$ cat config.mk
export PLATFORM = sky130hd
export DESIGN_NAME = pointer_ctrl
export DESIGN_NICKNAME = d
export VERILOG_FILES = /design/src/rtl/pointer_ctrl.sv
export SDC_FILE = /design/constraint.sdc
export NUM_CORES = 1
export LEC_CHECK = 0
export CORE_MARGIN = 2
export CORE_UTILIZATION = 45
export DETAILED_ROUTE_END_ITERATION = 10
export PLACE_DENSITY = 0.74
export SETUP_SLACK_MARGIN = 0.02
export SLEW_MARGIN = 20
export SYNTH_ARGS = -nofsm -noshare
export SYNTH_HDL_FRONTEND = slang
export SYNTH_SLANG_ARGS = --single-unit
export TNS_END_PERCENT = 50
$ cat constraint.sdc
create_clock -name clk -period 3.6 [get_ports clk]
set_input_delay 0.54 -clock clk [delete_from_list [all_inputs] [get_ports clk]]
set_output_delay 0.54 -clock clk [all_outputs]
set_load 0.005 [all_outputs]
$ cat src/rtl/pointer_ctrl.sv
// pointer_ctrl: mouse-pointer hit-testing against game boards and a start button,
// with edge-qualified click events for press-release gestures on a single target.
// Ports:
//   clk, rst      clock; synchronous active-high reset
//   en            click enable (hover tracking always runs)
//   x_pos, y_pos  pointer position in pixels
//   left          left mouse button level
//   board_cor     per-board registered hover cell {cx,cy}, all ones when off-board
//   click_valid   one-cycle pulse when a board-cell click completes
//   click_board   board index of the last click
//   click_cor     {cx,cy} of the last click
//   start_pulse   one-cycle pulse when a start-button click completes
module pointer_ctrl #(
    parameter int          NUM_BOARDS = 2,
    parameter logic [11:0] BOARD_X [NUM_BOARDS] = '{12'd100, 12'd538},
    parameter logic [11:0] BOARD_Y = 12'd200,
    parameter int          GRID_N = 10,
    parameter int          CELL_LOG2 = 5,
    parameter logic [11:0] BTN_X = 12'd448,
    parameter logic [11:0] BTN_Y = 12'd40,
    parameter logic [11:0] BTN_W = 12'd128,
    parameter logic [11:0] BTN_H = 12'd64,
    localparam int         CW = $clog2(GRID_N),
    localparam int         BW = NUM_BOARDS > 1 ? $clog2(NUM_BOARDS) : 1
) (
    input  logic                               clk,
    input  logic                               rst,
    input  logic                               en,
    input  logic [11:0]                        x_pos,
    input  logic [11:0]                        y_pos,
    input  logic                               left,
    output logic [NUM_BOARDS-1:0][2*CW-1:0]    board_cor,
    output logic                               click_valid,
    output logic [BW-1:0]                      click_board,
    output logic [2*CW-1:0]                    click_cor,
    output logic                               start_pulse
);
    localparam logic [12:0] SPAN = 13'(GRID_N << CELL_LOG2);

    typedef enum logic [1:0] {IDLE, ARMED, CANCEL} state_t;
    typedef enum logic [1:0] {T_NONE, T_BTN, T_BRD} kind_t;
    typedef struct packed {
        kind_t           kind;
        logic [BW-1:0]   brd;
        logic [2*CW-1:0] cor;
    } tgt_t;

    state_t state_q, state_d;
    tgt_t tgt, armed_q, armed_d;
    logic left_q;
    logic [NUM_BOARDS-1:0][2*CW-1:0] board_cor_q, board_cor_d;
    logic click_valid_q, click_valid_d, start_pulse_q, start_pulse_d;
    logic [BW-1:0] click_board_q, click_board_d;
    logic [2*CW-1:0] click_cor_q, click_cor_d;
    logic [12:0] xe, ye;
    logic y_hit, btn_hit, press, release_e;

    assign xe = {1'b0, x_pos};
    assign ye = {1'b0, y_pos};
    assign y_hit = ye >= {1'b0, BOARD_Y} && ye < {1'b0, BOARD_Y} + SPAN;
    assign btn_hit = xe >= {1'b0, BTN_X} && xe < {1'b0, BTN_X} + {1'b0, BTN_W} &&
                     ye >= {1'b0, BTN_Y} && ye < {1'b0, BTN_Y} + {1'b0, BTN_H};
    assign press = left & ~left_q;
    assign release_e = ~left & left_q;

    // Boards are scanned from the highest index down so the lowest index wins
    // on overlap; the button is applied last so it beats every board.
    always_comb begin
        tgt = '{T_NONE, '0, '0};
        board_cor_d = '1;
        for (int b = NUM_BOARDS - 1; b >= 0; b--) begin
            if (y_hit && xe >= {1'b0, BOARD_X[b]} && xe < {1'b0, BOARD_X[b]} + SPAN) begin
                board_cor_d[b] = {CW'((x_pos - BOARD_X[b]) >> CELL_LOG2),
                                  CW'((y_pos - BOARD_Y) >> CELL_LOG2)};
                tgt = '{T_BRD, BW'(b), board_cor_d[b]};
            end
        end
        if (btn_hit) tgt = '{T_BTN, '0, '0};
    end

    always_comb begin
        state_d = state_q;
        armed_d = armed_q;
        click_valid_d = 1'b0;
        start_pulse_d = 1'b0;
        click_board_d = click_board_q;
        click_cor_d = click_cor_q;
        if (!en) state_d = IDLE;
        else begin
            case (state_q)
                IDLE: if (press) begin
                    state_d = tgt.kind == T_NONE ? CANCEL : ARMED;
                    armed_d = tgt;
                end
                ARMED: if (release_e) begin
                    state_d = IDLE;
                    if (tgt == armed_q) begin
                        start_pulse_d = armed_q.kind == T_BTN;
                        click_valid_d = armed_q.kind == T_BRD;
                        if (armed_q.kind == T_BRD) begin
                            click_board_d = armed_q.brd;
                            click_cor_d = armed_q.cor;
                        end
                    end
                end else if (tgt != armed_q) state_d = CANCEL;
                CANCEL: if (release_e) state_d = IDLE;
                default: state_d = IDLE;
            endcase
        end
    end

    // left_q resets high so a button held through reset never looks like a press.
    always_ff @(posedge clk) begin
        if (rst) begin
            state_q <= IDLE;
            armed_q <= '0;
            left_q <= 1'b1;
            board_cor_q <= '1;
            click_valid_q <= 1'b0;
            start_pulse_q <= 1'b0;
            click_board_q <= '0;
            click_cor_q <= '0;
        end else begin
            state_q <= state_d;
            armed_q <= armed_d;
            left_q <= left;
            board_cor_q <= board_cor_d;
            click_valid_q <= click_valid_d;
            start_pulse_q <= start_pulse_d;
            click_board_q <= click_board_d;
            click_cor_q <= click_cor_d;
        end
    end

    assign board_cor = board_cor_q;
    assign click_valid = click_valid_q;
    assign start_pulse = start_pulse_q;
    assign click_board = click_board_q;
    assign click_cor = click_cor_q;
endmodule

After elaboration in Yosys (flattened, before gate mapping) --
Cells that the tools add are included.
Word-level totals: register bits 41, logic and storage cells 69, output and inout bits 27
Operators by class: mux-type cells 9, add/sub/neg operators 3, eq/ne operators 9, magnitude comparators 10, bitwise logic cells 10, reduce and logical (&&, ||, !) cells 17
Operators with widths (count):
- $lt A12 B10 Y1 const B | 3
- $mux W11 | 3
- $ge A12 B10 Y1 const B | 1
- $ge A12 B6 Y1 const B | 1
- $ge A12 B7 Y1 const B | 1
- $ge A12 B8 Y1 const B | 1
- $ge A12 B9 Y1 const B | 1
- $lt A12 B7 Y1 const B | 1
- $lt A12 B9 Y1 const B | 1
- $eq A11 B11 Y1 | 1
- $ne A11 B11 Y1 | 1
- $mux W2 | 5
- $sub A9 B5 Y9 const B | 1
- $sub A9 B7 Y9 const B | 1
- $sub A9 B8 Y9 const B | 1
- $logic_and A1 B1 Y1 | 8
- $not A1 Y1 | 8
- $pmux W2 S3 | 1
- $reduce_and A3 Y1 | 2
- $reduce_or A2 Y1 | 3
- $reduce_and A5 Y1 | 1
- $reduce_or A5 Y1 | 1
- $eq A2 B1 Y1 const B | 2
- $eq A2 B2 Y1 const B | 2
- 4 further kinds | 7

Depth between registers and ports, before layout --
Gate-level depths: netlist (run 1).
word-level depth 11, gate-level depth with buffers 11, depth with buffers taken out 8

Worst setup path before layout (run 1) --
OpenSTA, ideal clock, no wires.
path kind input to register, start point input port y_pos[3], end point register click_board_q, in the netlist click_board, data arrival time 3.007 ns, stages on the path 9, path buffers 1, data required time 3.481 ns, setup time 0.119 ns, setup slack 0.474 ns, path through or4_4 nor4b_4 nor2_1 a2111oi_0 xor2_1 a2111oi_4 nand4_2 buf_6 mux2i_1
On the way: word-level cells in the longest chain between the ends 9, elaborated cells between the ends (all ways) 17, classes of those cells add/sub (1); order compare (4); eq/ne (1); mux (3); reduce/logical (8)
RTL lines:
- from (decl) | RTL line 30 | input logic [11:0] y_pos,
- $ge A12 B8 Y1 or $lt A12 B10 Y1 (tied branches) | RTL line 60 | assign y_hit = ye >= {1'b0, BOARD_Y} && ye < {1'b0, BOARD_Y} + SPAN;
- $logic_and A1 B1 Y1 | RTL line 60
- $logic_and A1 B1 Y1 (2 in a row) | RTL line 72 | if (y_hit && xe >= {1'b0, BOARD_X[b]} && xe < {1'b0, BOARD_X[b]} + SPAN) begin
- $mux W11 (2 in a row) | RTL line 72
- $mux W11 (*) | RTL line 78 | if (btn_hit) tgt = '{T_BTN, '0, '0};
- $eq A11 B11 Y1 (*) | RTL line 97 | if (tgt == armed_q) begin
- $reduce_and A5 Y1 (no line) (*)
- to (signal assigned) | RTL line 130 | click_board_q <= click_board_d;
- to (decl) | RTL line 53 | logic [BW-1:0] click_board_q, click_board_d;
Mark *: on every way between the ends. The rest lies on a longest branch, timed or not. A chain may end at the register's enable or synchronous reset.

Worst setup path in the final report (run 1) --
start point input port y_pos[3], end point register click_cor_q[4], in the netlist click_cor[4]
On the way: word-level cells in the longest chain between the ends 9, elaborated cells between the ends (all ways) 17, classes of those cells add/sub (1); order compare (4); eq/ne (1); mux (3); reduce/logical (8)
RTL lines:
- $ge A12 B8 Y1 or $lt A12 B10 Y1 (tied branches) | RTL line 60
- $logic_and A1 B1 Y1 | RTL line 60
- $logic_and A1 B1 Y1 (2 in a row) | RTL line 72
- $mux W11 (2 in a row) | RTL line 72
- $mux W11 (*) | RTL line 78
- $eq A11 B11 Y1 (*) | RTL line 97
- $reduce_and A5 Y1 (no line) (*)
- to (signal assigned) | RTL line 131 | click_cor_q <= click_cor_d;
- to (decl) | RTL line 54 | logic [2*CW-1:0] click_cor_q, click_cor_d;
Marked as above.

==> parameters.txt, run 1 <==
Parameter                              Value

Drt
  Count of antenna-violating nets left after detailed routing ... 0
  DRC violations left ... 0
  Ratio of routed vias to standard cells ... 5.329
  Count of TritonRoute iterations in the first routing pass ... 4
  Initial drt markers ... 163
  Total length of routed wires ... 5464 µm
  Total vias in the final route ... 2,222
  Post-detailed-route wirelength per cell ... 13.10 µm

Synthesis
  Cell type with the highest aggregate area in the netlist ... dfxtp_1
  Seq/Total Area, Yosys ... 0.3598
  Synthesized netlist net count ... 302
  Leading cell type by number of instances after synthesis ... dfxtp_1
  Proportion of synthesized flip-flops having asynchronous set or reset ... 0
  Count of different cell masters after synthesis ... 55
  Number of flops mapped to enable cells by yosys ... 0
  Per-instance average area after synthesis ... 8.325 µm²
  Area fraction of the dominant cell type after synthesis ... 0.3598
  Leading cell types by count after synthesis ... dfxtp_1, nand2_1, nand2b_1, nor2_1, a21oi_1
  Yosys synthesis warning count ... 0
  Synthesized instance count ... 274
  Register bit count reported by yosys ... 41
  Post-synth design cell area ... 0.002281 mm²
  Top cells by area in the synthesized netlist ... dfxtp_1, nand2b_1, mux2i_1
  Flip-flop cell with the highest count after synthesis ... dfxtp_1

Worst setup path
  Cell type of the slowest stage on the worst timing path ... or4_4
  Sequence of cells on the critical path ... clkdlybuf4s50_1 > or4_4 > nor4b_4 > nor2_1 > a2111oi_1 > buf_4 > xor2_1 > a2111oi_4 > nand4_2 > buf_4 > mux2i_1
  Buffering stage count on the worst path with inverters included ... 3
  Kind of end point of the critical path ... flop
  Data required, critical path ... 3780 ps
  CP max FO ... 9
  Arr. time, crit path ... 3490 ps
  Reg-to-reg setup timing slack ... 1460 ps
  Critical path's top delay family ... simple AND/OR/NAND/NOR gates
  Start of the worst register-to-register path ... armed_q[1]$_SDFFE_PP0P_
  Longest individual stage delay on the worst path ... 590 ps
  Worst reg2reg path depth ... 7
  Type of the setup path with the least slack ... input pin to flop
  RR Endpoint ... start_pulse$_SDFF_PP0_
  Worst Setup Start Kind ... input pin
  Cell with the most instances on the worst path ... buf_4

Timing
  Highest achievable clock rate ... 0.3018 GHz
  Min Tclk post-route ... 3313 ps
  Final hold slack ... 475.3 ps
  Slew @ Worst Pin ... 840.0 ps
  Final worst clock skew ... 2.976 ps
  Final setup viols ... 0
  Setup Total Neg Slack ... 0 ps
  Share of the clock period used by the worst path after layout ... 0.9204
  Final hold violation count ... 0
  Max-slew violation count ... 0
  Setup repair after global routing missed its margin ... false
  Worst slew margin relative to its limit ... 0.4357

Placement
  Routability congestion estimate ... 0.9615
  Post-DP HPWL ... 4265 µm
  Standard cell area after detailed placement ... 0.003045 mm²
  Count of port buffers added during placement ... 50

Floorplanning
  Core Box Area ... 0.004817 mm²
  Starting utilization of the core area ... 0.4735
  Total die area ... 0.005654 mm²
  Die outline height ... 75.20 µm
  Floorplan die width ... 75.20 µm
  Row count ... 25
  Top Ports ... 55

Clock network
  TritonCTS clock tree ... built
  CTS root buffer ... clkbuf_8
  Clock latency on the worst-skew pair ... 290 ps
  Clock-pin slew reported for the worst setup and hold paths after clock tree synthesis ... 80 ps
  Number of buffers inserted for hold repair after clock tree synthesis ... 0
  H-tree depth ... 2
  Total of cells resized after clock tree synthesis ... 0
  Post-CTS setup buffers ... 0
  Largest buffer count on any clock path ... 2
  Number of clock buffers inserted by TritonCTS ... 5
  Count of clock tree sinks ... 41

Run
  Number of max-cap violations ... 0

Pwr
  PwrDens ... 301.4 mW/mm²
  Worst VDD drop ... 0.1996 mV
  Total power after layout ... 949.6 µW
  Total leakage power ... 0.001168 µW

Final layout
  Final Core Density ... 0.6540
  Footprint of the flip-flops and latches ... 820.8 µm²
  Final std cell area, no fill ... 0.003151 mm²
  Final-layout fill cell count ... 450
  Layout cell share with drive strength beyond 1 ... 0.1457
  # nets final ... 378
  # diodes ... 0
  Area of the multi-input gates ... 0.001390 mm²
  Area growth from synthesis to layout ... 38.12%

GRT
  Antenna violations before repair ... 0
  Overflow after GRT ... 0
  Pin count of the biggest net entering global routing ... 21
  Number of global-route vias before repair ... 1,944
  First-pass GRT wire length ... 9080 µm
  Global routing usage summed across all routing layers ... 0.2077

Hold path
  Number of cells traversed by the worst hold path ... 2
  Min-Delay Path Class ... flop to flop
  Startpoint of the most critical hold path ... click_cor[0]$_SDFFE_PP0P_
  Worst Hold Path EP ... click_cor[0]$_SDFFE_PP0P_

Outcome
  Outcome ... finished clean
[routing by layer]
metal  share of wire  vias to the layer above  wire length (µm)  global-route usage
met4           0.018                        0                98             0.07212
met1            0.47                     1000              2547              0.2879
met5               0                        -                 0                   0
met3           0.047                       11               258             0.04418
met2            0.47                       61              2559              0.3207
li1                -                     1150                 -                   -
[flip-flops by register name (all words and copies together), names as in the netlist]
register and flops:
armed_q 11, board_cor 16, click_board 1, click_cor 8
click_valid 1, left_q 1, start_pulse 1, state_q 2
[worst max path at each step]
stage,slack (ps),to,startpoint,cells past startpoint
finish,290,click_cor[4]$_SDFFE_PP0P_,y_pos[3],11
floorplan,470,click_board$_SDFFE_PP0P_,y_pos[3],9
global route,50,click_cor[3]$_SDFFE_PP0P_,y_pos[3],11
CTS,230,click_cor[6]$_SDFFE_PP0P_,y_pos[3],11
detailed placement,-70,click_board$_SDFFE_PP0P_,y_pos[3],11
global placement,-20,click_cor[1]$_SDFFE_PP0P_,y_pos[3],11
[placed cells by master (no fill, tap or decap), types with 2 or more instances in the layout]
master           Yosys  final
clkdlybuf4s50_1      0     50
dfxtp_1             41     41
nand2_1             31     31
buf_4                0     31
nand2b_1            23     23
nor2_1              18     18
a21oi_1             16     16
nor3_1              13     13
mux2i_1             12     12
o21ai_0             11     11
nand3_1             10     10
and2_1               6      6
xor2_1               6      6
inv_1                5      5
xnor2_1              5      5
clkbuf_8             0      5
or4_4                3      3
o31ai_1              3      3
a31oi_1              3      3
or2_2                3      3
or3_1                3      3
nor2b_1              3      3
nand4_1              3      3
nor4_1               3      3
o211ai_1             2      2
o311ai_1             2      2
o21a_1               2      2
o31a_1               2      2
a32oi_1              2      2
a211oi_1             2      2
a41oi_1              2      2
nor4b_1              2      2
a221oi_1             2      2
[where the power goes]
part           switching [µW]  leakage (µW)  internal [µW]
sequential              0.981      0.000331            454
clock                     151     0.0000540            201
combinational            72.2      0.000783           69.3
[kinds of logic (layout without fill, tap and decap cells)]
kind of cell           count (synthesis)  in the layout  synth area share
AND/OR/NAND/NOR                      131            131            0.3187
AO/OA/AOI/OAI                         62             62            0.1953
flip-flops                            41             41            0.3598
buffers and inverters                 17             93           0.03127
multiplexers                          12             12           0.05266
XOR/XNOR                              11             11           0.04224
[metrics by stage]
step	cells	worst slack (ps)
after floorplan	274	473.5
after global placement	410	-16.12
after detailed placement	410	-72.60
after CTS	417	227.2
after global routing	417	50.07
final	417	286.6
[area by class of cell]
type | count | area share
tap | 67 | 0.02661
inverter | 5 | 0.005957
clock buffer | 5 | 0.02184
multi-input combinational | 216 | 0.4412
sequential | 41 | 0.2605
clock inverter | 2 | 0.01112
timing repair buffer | 81 | 0.2327
[worst min-delay path: stages (launching register included)]
cell and delay, ps:
dfxtp_1 310, nand2b_1 60, mux2i_1 60
(Power assumes the default switching activity.)
==> inputs of run 2 (changes only) <==
- CORE_MARGIN: 2 -> 5
==> run 2 against run 1 <==
  * Critical path depth down 3
  * Combinational power about the same
  * Clock skew decreased by 1.5 ps
  * Global-route usage is 2.9 points lower
  * Cell count up 0.96%
  * Largest cell class unchanged
  * Highest routed layer unchanged
==> parameters.txt, run 2 (synthesis gave the netlist of run 1 again) <==
Parameter                              Value

Clock network
  Clock-pin slew reported for the worst setup and hold paths after clock tree synthesis ... 80 ps
  TritonCTS clock tree ... built
  Largest buffer count on any clock path ... 2
  H-tree depth ... 2
  Count of clock tree sinks ... 41
  CTS root buffer ... clkbuf_8
  Number of clock buffers inserted by TritonCTS ... 5
  Clock latency on the worst-skew pair ... 290 ps

Worst setup path
  Longest individual stage delay on the worst path ... 570 ps
  Cell type of the slowest stage on the worst timing path ... or4_4
  Kind of end point of the critical path ... flop
  Type of the setup path with the least slack ... input pin to flop
  Cell with the most instances on the worst path ... or4_4
  Worst Setup Start Kind ... input pin
  Reg-to-reg setup timing slack ... 1470 ps
  Arr. time, crit path ... 3490 ps
  Data required, critical path ... 3780 ps
  Sequence of cells on the critical path ... clkdlybuf4s50_1 > or4_4 > or4_1 > or4_4 > a2111oi_4 > nand4_2 > buf_4 > mux2i_1
  CP max FO ... 9

Run
  Number of max-cap violations ... 0

GRT
  Number of global-route vias before repair ... 2,034
  Pin count of the biggest net entering global routing ... 18
  Overflow after GRT ... 0
  Global routing usage summed across all routing layers ... 0.1792
  Antenna violations before repair ... 0
  First-pass GRT wire length ... 9315 µm

Drt
  Total vias in the final route ... 2,244
  Count of antenna-violating nets left after detailed routing ... 0
  Initial drt markers ... 126
  Ratio of routed vias to standard cells ... 5.330
  Count of TritonRoute iterations in the first routing pass ... 4
  DRC violations left ... 0
  Post-detailed-route wirelength per cell ... 13.35 µm
  Total length of routed wires ... 5620 µm

Floorplanning
  Top Ports ... 55
  Core Box Area ... 0.005010 mm²
  Die outline height ... 81.20 µm
  Row count ... 26
  Floorplan die width ... 81.20 µm
  Total die area ... 0.006593 mm²
  Starting utilization of the core area ... 0.4553

Placement
  Standard cell area after detailed placement ... 0.003049 mm²
  Post-DP HPWL ... 4437 µm
  Count of port buffers added during placement ... 50
  Routability congestion estimate ... 0.8892

Pwr
  Total leakage power ... 0.001160 µW
  Worst VDD drop ... 0.1788 mV
  PwrDens ... 282.0 mW/mm²

Final layout
  Number of flip-flops under the largest register name ... 16
  Area growth from synthesis to layout ... 37.74%
  Final Core Density ... 0.6271
  # diodes ... 0
  # nets final ... 378
  Layout cell share with drive strength beyond 1 ... 0.1510
  Final-layout fill cell count ... 477
  Final std cell area, no fill ... 0.003142 mm²
  Most frequent standard cell in the layout excluding fill and tap cells ... clkdlybuf4s50_1
  Commonest non-fill, non-tap cells in the layout ... clkdlybuf4s50_1, dfxtp_1, nand2_1, buf_4, nand2b_1

Timing
  Slew @ Worst Pin ... 634.4 ps
  Final setup viols ... 0
  Highest achievable clock rate ... 0.3020 GHz
  Min Tclk post-route ... 3311 ps
  Share of the clock period used by the worst path after layout ... 0.9197
  Max-slew violation count ... 0
  Setup repair after global routing missed its margin ... false
  Worst slew margin relative to its limit ... 0.5717
  Final hold violation count ... 0
  Final worst clock skew ... 1.472 ps

Hold path
  Min-Delay Path Class ... flop to flop

Outcome
  Outcome ... finished clean
-- run 2: worst paths after layout --
| kind | from | end | cells past startpoint |
|---|---|---|---|
| worst max register to register | armed_q[2]$_SDFFE_PP0P_ | click_cor[5]$_SDFFE_PP0P_ | 7 |
| worst max-delay path | x_pos[11] | click_cor[5]$_SDFFE_PP0P_ | 8 |
| worst min register to register | click_cor[3]$_SDFFE_PP0P_ | click_cor[3]$_SDFFE_PP0P_ | 2 |
| worst min-delay path | click_cor[3]$_SDFFE_PP0P_ | click_cor[3]$_SDFFE_PP0P_ | 2 |
-- run 2: per-stage QoR --
step | total power, µW | TNS [ps] | std cells | hold slack [ps] | worst slack [ps]
2_1_floorplan | 534.5 | 0 | 274 | 453.9 | 473.5
3_3_place_gp | 601.4 | -939.0 | 413 | 460.6 | -107.3
3_5_place_dp | 603.3 | -1235 | 413 | 467.1 | -147.6
4_1_cts | 894.1 | 0 | 421 | 480.7 | 132.6
5_1_grt | 925.0 | 0 | 421 | 505.0 | 73.38
6_report | 885.8 | 0 | 421 | 474.4 | 289.2
-- run 2: worst max-delay path: cells and delay by family --
| family | cells | cell delay [ps] |
|---|---|---|
| AOI/OAI and AO/OA | 1 | 490 |
| muxes | 1 | 130 |
| and+or+nand+nor | 4 | 1680 |
| buffers and inverters | 2 | 640 |
-- run 2: layout make-up --
class / count / area (µm²) / share of cell area
Multi-Input combinational cell: 216 / 1395 / 0.4440
Sequential cell: 41 / 820.8 / 0.2613
Timing Repair Buffer: 81 / 733.2 / 0.2334
Tap cell: 70 / 87.58 / 0.02788
Clock buffer: 5 / 68.82 / 0.02190
Inverter: 5 / 18.77 / 0.005974
Clock inverter: 3 / 17.52 / 0.005575
-- run 2: per-layer routing --
layer	global-route usage	vias up	part of all wire
met5	0	-	0
met4	0.06588	0	0.017
met3	0.02328	9	0.045
met2	0.3128	57	0.50
met1	0.2242	1027	0.44
li1	-	1151	-
-- run 2: power by group --
part	total, µW	leakage [µW]	switching (µW)	internal [µW]
registers	455	0.000331	0.969	454
logic	140	0.000785	71.5	68.0
clock network	291	0.0000439	157	134
-- run 2: timing repair --
| item | CTS | global route |
|---|---|---|
| endpoints found under the hold margin | 0 | 0 |
| endpoints found under the setup margin | 0 | 12 |
| buffers inserted | 0 | 0 |
| gates resized for setup | 0 | 2 |
| hold buffers | 0 | 0 |
==> inputs of run 3 (changes only) <==
- PLACE_DENSITY: 0.74 -> 0.78
==> run 3 against run 2 <==
  * Global-route usage is 0.053 points higher
  * Die area unchanged
  * Sequential power barely moved
  * Clock skew grew 1.5 ps
  * Sequential share of layout area is 0.083 points lower
  * Design area increased by 0.32%
  * Via count rose by 0.45%
  * Utilization increased by 0.20 points
  * Critical endpoint is now start_pulse$_SDFF_PP0_
==> parameters.txt, run 3 (synthesis gave the netlist of run 1 again) <==
Parameter                              Value

Outcome
  Outcome ... finished clean

Timing
  Final worst clock skew ... 2.971 ps
  Share of the clock period used by the worst path after layout ... 0.9349
  Slew @ Worst Pin ... 677.5 ps
  Worst slew margin relative to its limit ... 0.5426
  Setup repair after global routing missed its margin ... false
  Final setup viols ... 0
  Final hold violation count ... 0
  Min Tclk post-route ... 3366 ps
  Highest achievable clock rate ... 0.2971 GHz
  Max-slew violation count ... 0

Final layout
  Most frequent standard cell in the layout excluding fill and tap cells ... clkdlybuf4s50_1
  Final Core Density ... 0.6291
  # diodes ... 0
  Final-layout fill cell count ... 447
  Area growth from synthesis to layout ... 38.18%
  # nets final ... 378
  Footprint of the flip-flops and latches ... 820.8 µm²
  Area of the multi-input gates ... 0.001390 mm²
  Layout cell share with drive strength beyond 1 ... 0.1481
  Final std cell area, no fill ... 0.003152 mm²
  Number of flip-flops under the largest register name ... 16
  Commonest non-fill, non-tap cells in the layout ... clkdlybuf4s50_1, dfxtp_1, nand2_1, buf_4, nand2b_1

Worst setup path
  Worst reg2reg path depth ... 7
  Type of the setup path with the least slack ... input pin to flop
  Start of the worst register-to-register path ... armed_q[2]$_SDFFE_PP0P_
  Origin of the worst setup path ... x_pos[11]
  Data required, critical path ... 3800 ps
  Reg-to-reg setup timing slack ... 1400 ps
  Kind of end point of the critical path ... flop
  Arr. time, crit path ... 3560 ps
  RR Endpoint ... start_pulse$_SDFF_PP0_
  End of the critical path ... start_pulse$_SDFF_PP0_
  Worst Setup Start Kind ... input pin
  CP max FO ... 5

GRT
  Routing usage on met3 ... 0.03104
  Global-route layer with the greatest usage ... met2
  Global routing usage summed across all routing layers ... 0.1798
  Met1 routing resource usage after global routing ... 0.2242
  Overflow after GRT ... 0
  Antenna violations before repair ... 0
  Number of global-route vias before repair ... 2,054
  First-pass GRT wire length ... 9273 µm
  Pin count of the biggest net entering global routing ... 21
  Global routing usage on met2 ... 0.3071

Floorplanning
  Starting utilization of the core area ... 0.4553
  Core Box Area ... 0.005010 mm²
  Top Ports ... 55
  Die outline height ... 81.20 µm
  Row count ... 26
  Floorplan die width ... 81.20 µm
  Total die area ... 0.006593 mm²

Clock network
  Count of clock tree sinks ... 41
  Number of clock buffers inserted by TritonCTS ... 5
  CTS root buffer ... clkbuf_8
  Number of buffers inserted for hold repair after clock tree synthesis ... 0
  Clock latency on the worst-skew pair ... 290 ps
  Largest buffer count on any clock path ... 2
  TritonCTS clock tree ... built
  Clock-pin slew reported for the worst setup and hold paths after clock tree synthesis ... 70 ps
  H-tree depth ... 2

Placement
  Count of port buffers added during placement ... 50
  Post-DP HPWL ... 4445 µm
  Routability congestion estimate ... 0.8409
  Standard cell area after detailed placement ... 0.003049 mm²

Pwr
  Switching power as a share of total power ... 0.2426
  Total power after layout ... 918.3 µW
  Internal power ... 695.5 µW
  Total leakage power ... 0.001169 µW
  Power share of the sequential group ... 0.496
  Combinational group share of total power ... 0.152
  Power share of the clock group ... 0.352
  Worst VDD drop ... 0.1376 mV
  Net switching power of the design ... 222.8 µW
  PwrDens ... 291.4 mW/mm²

Drt
  Ratio of routed vias to standard cells ... 5.354
  Count of antenna-violating nets left after detailed routing ... 0
  Post-detailed-route wirelength per cell ... 13.52 µm
  Total vias in the final route ... 2,254
  Initial drt markers ... 152
  Count of TritonRoute iterations in the first routing pass ... 4
  DRC violations left ... 0
  Total length of routed wires ... 5692 µm

Run
  Number of max-cap violations ... 0

Hold path
  Min-Delay Path Class ... flop to flop
==> run 3: layout make-up <==
cell class,count,share of cell area
clock buffer,7,0.03057
timing repair buffer,81,0.2326
inverter,5,0.005955
clock inverter,1,0.001588
multi-input combinational,216,0.4410
sequential,41,0.2604
tap,70,0.02779
==> run 3: repair_timing <==
action / CTS / global route
buffers inserted: 0 / 0
hold endpoints to repair: 0 / 0
endpoints found under the setup margin: 0 / 9
gates resized for setup: 0 / 1
==> run 3: worst min path at each step <==
| stage | endpoint | from | depth (start not counted) | slack (ps) |
|---|---|---|---|---|
| floorplan | armed_q[9]$_SDFFE_PP0P_ | armed_q[9]$_SDFFE_PP0P_ | 2 | 450 |
| global placement | click_cor[3]$_SDFFE_PP0P_ | click_cor[3]$_SDFFE_PP0P_ | 2 | 460 |
| detailed placement | armed_q[9]$_SDFFE_PP0P_ | armed_q[9]$_SDFFE_PP0P_ | 2 | 470 |
| CTS | armed_q[9]$_SDFFE_PP0P_ | armed_q[9]$_SDFFE_PP0P_ | 2 | 480 |
| global route | click_cor[2]$_SDFFE_PP0P_ | click_cor[2]$_SDFFE_PP0P_ | 2 | 500 |
| finish | armed_q[9]$_SDFFE_PP0P_ | armed_q[9]$_SDFFE_PP0P_ | 2 | 480 |
==> run 3: power by group through the flow <==
stage,logic (µW),registers [µW],clock network [µW]
after CTS,139,455,333
after floorplan,68.7,466,0
after global routing,151,455,355
after detailed placement,138,466,0
final,140,455,323
after global placement,135,466,0
==> run 3: per-layer routing <==
metal  share of wire  up-vias  routed length (µm)
met5               0        -                   0
met2            0.47       59                2698
met1            0.47     1029                2695
li1                -     1160                   -
met3           0.037        6                 211
met4           0.015        0                  86
==> run 3: through the flow <==
stage	cells	setup WS, ps	hold slack, ps	setup TNS [ps]
5_1_grt	421	31.61	504.0	0
3_5_place_dp	413	-150.2	471.3	-1309
2_1_floorplan	274	473.5	453.9	0
6_report	421	234.2	479.0	0
4_1_cts	421	154.0	480.6	0
3_3_place_gp	413	-104.8	459.6	-929.9
==> run 3: worst max-delay path, stage by stage <==
cell and delay (ps):
clkdlybuf4s50_1 410, buf_4 140, or3b_1 440, o311ai_0 610, and2_1 250, a41oi_1 160, a2111oi_2 480, buf_4 210
nand3_1 70, nor4_1 240
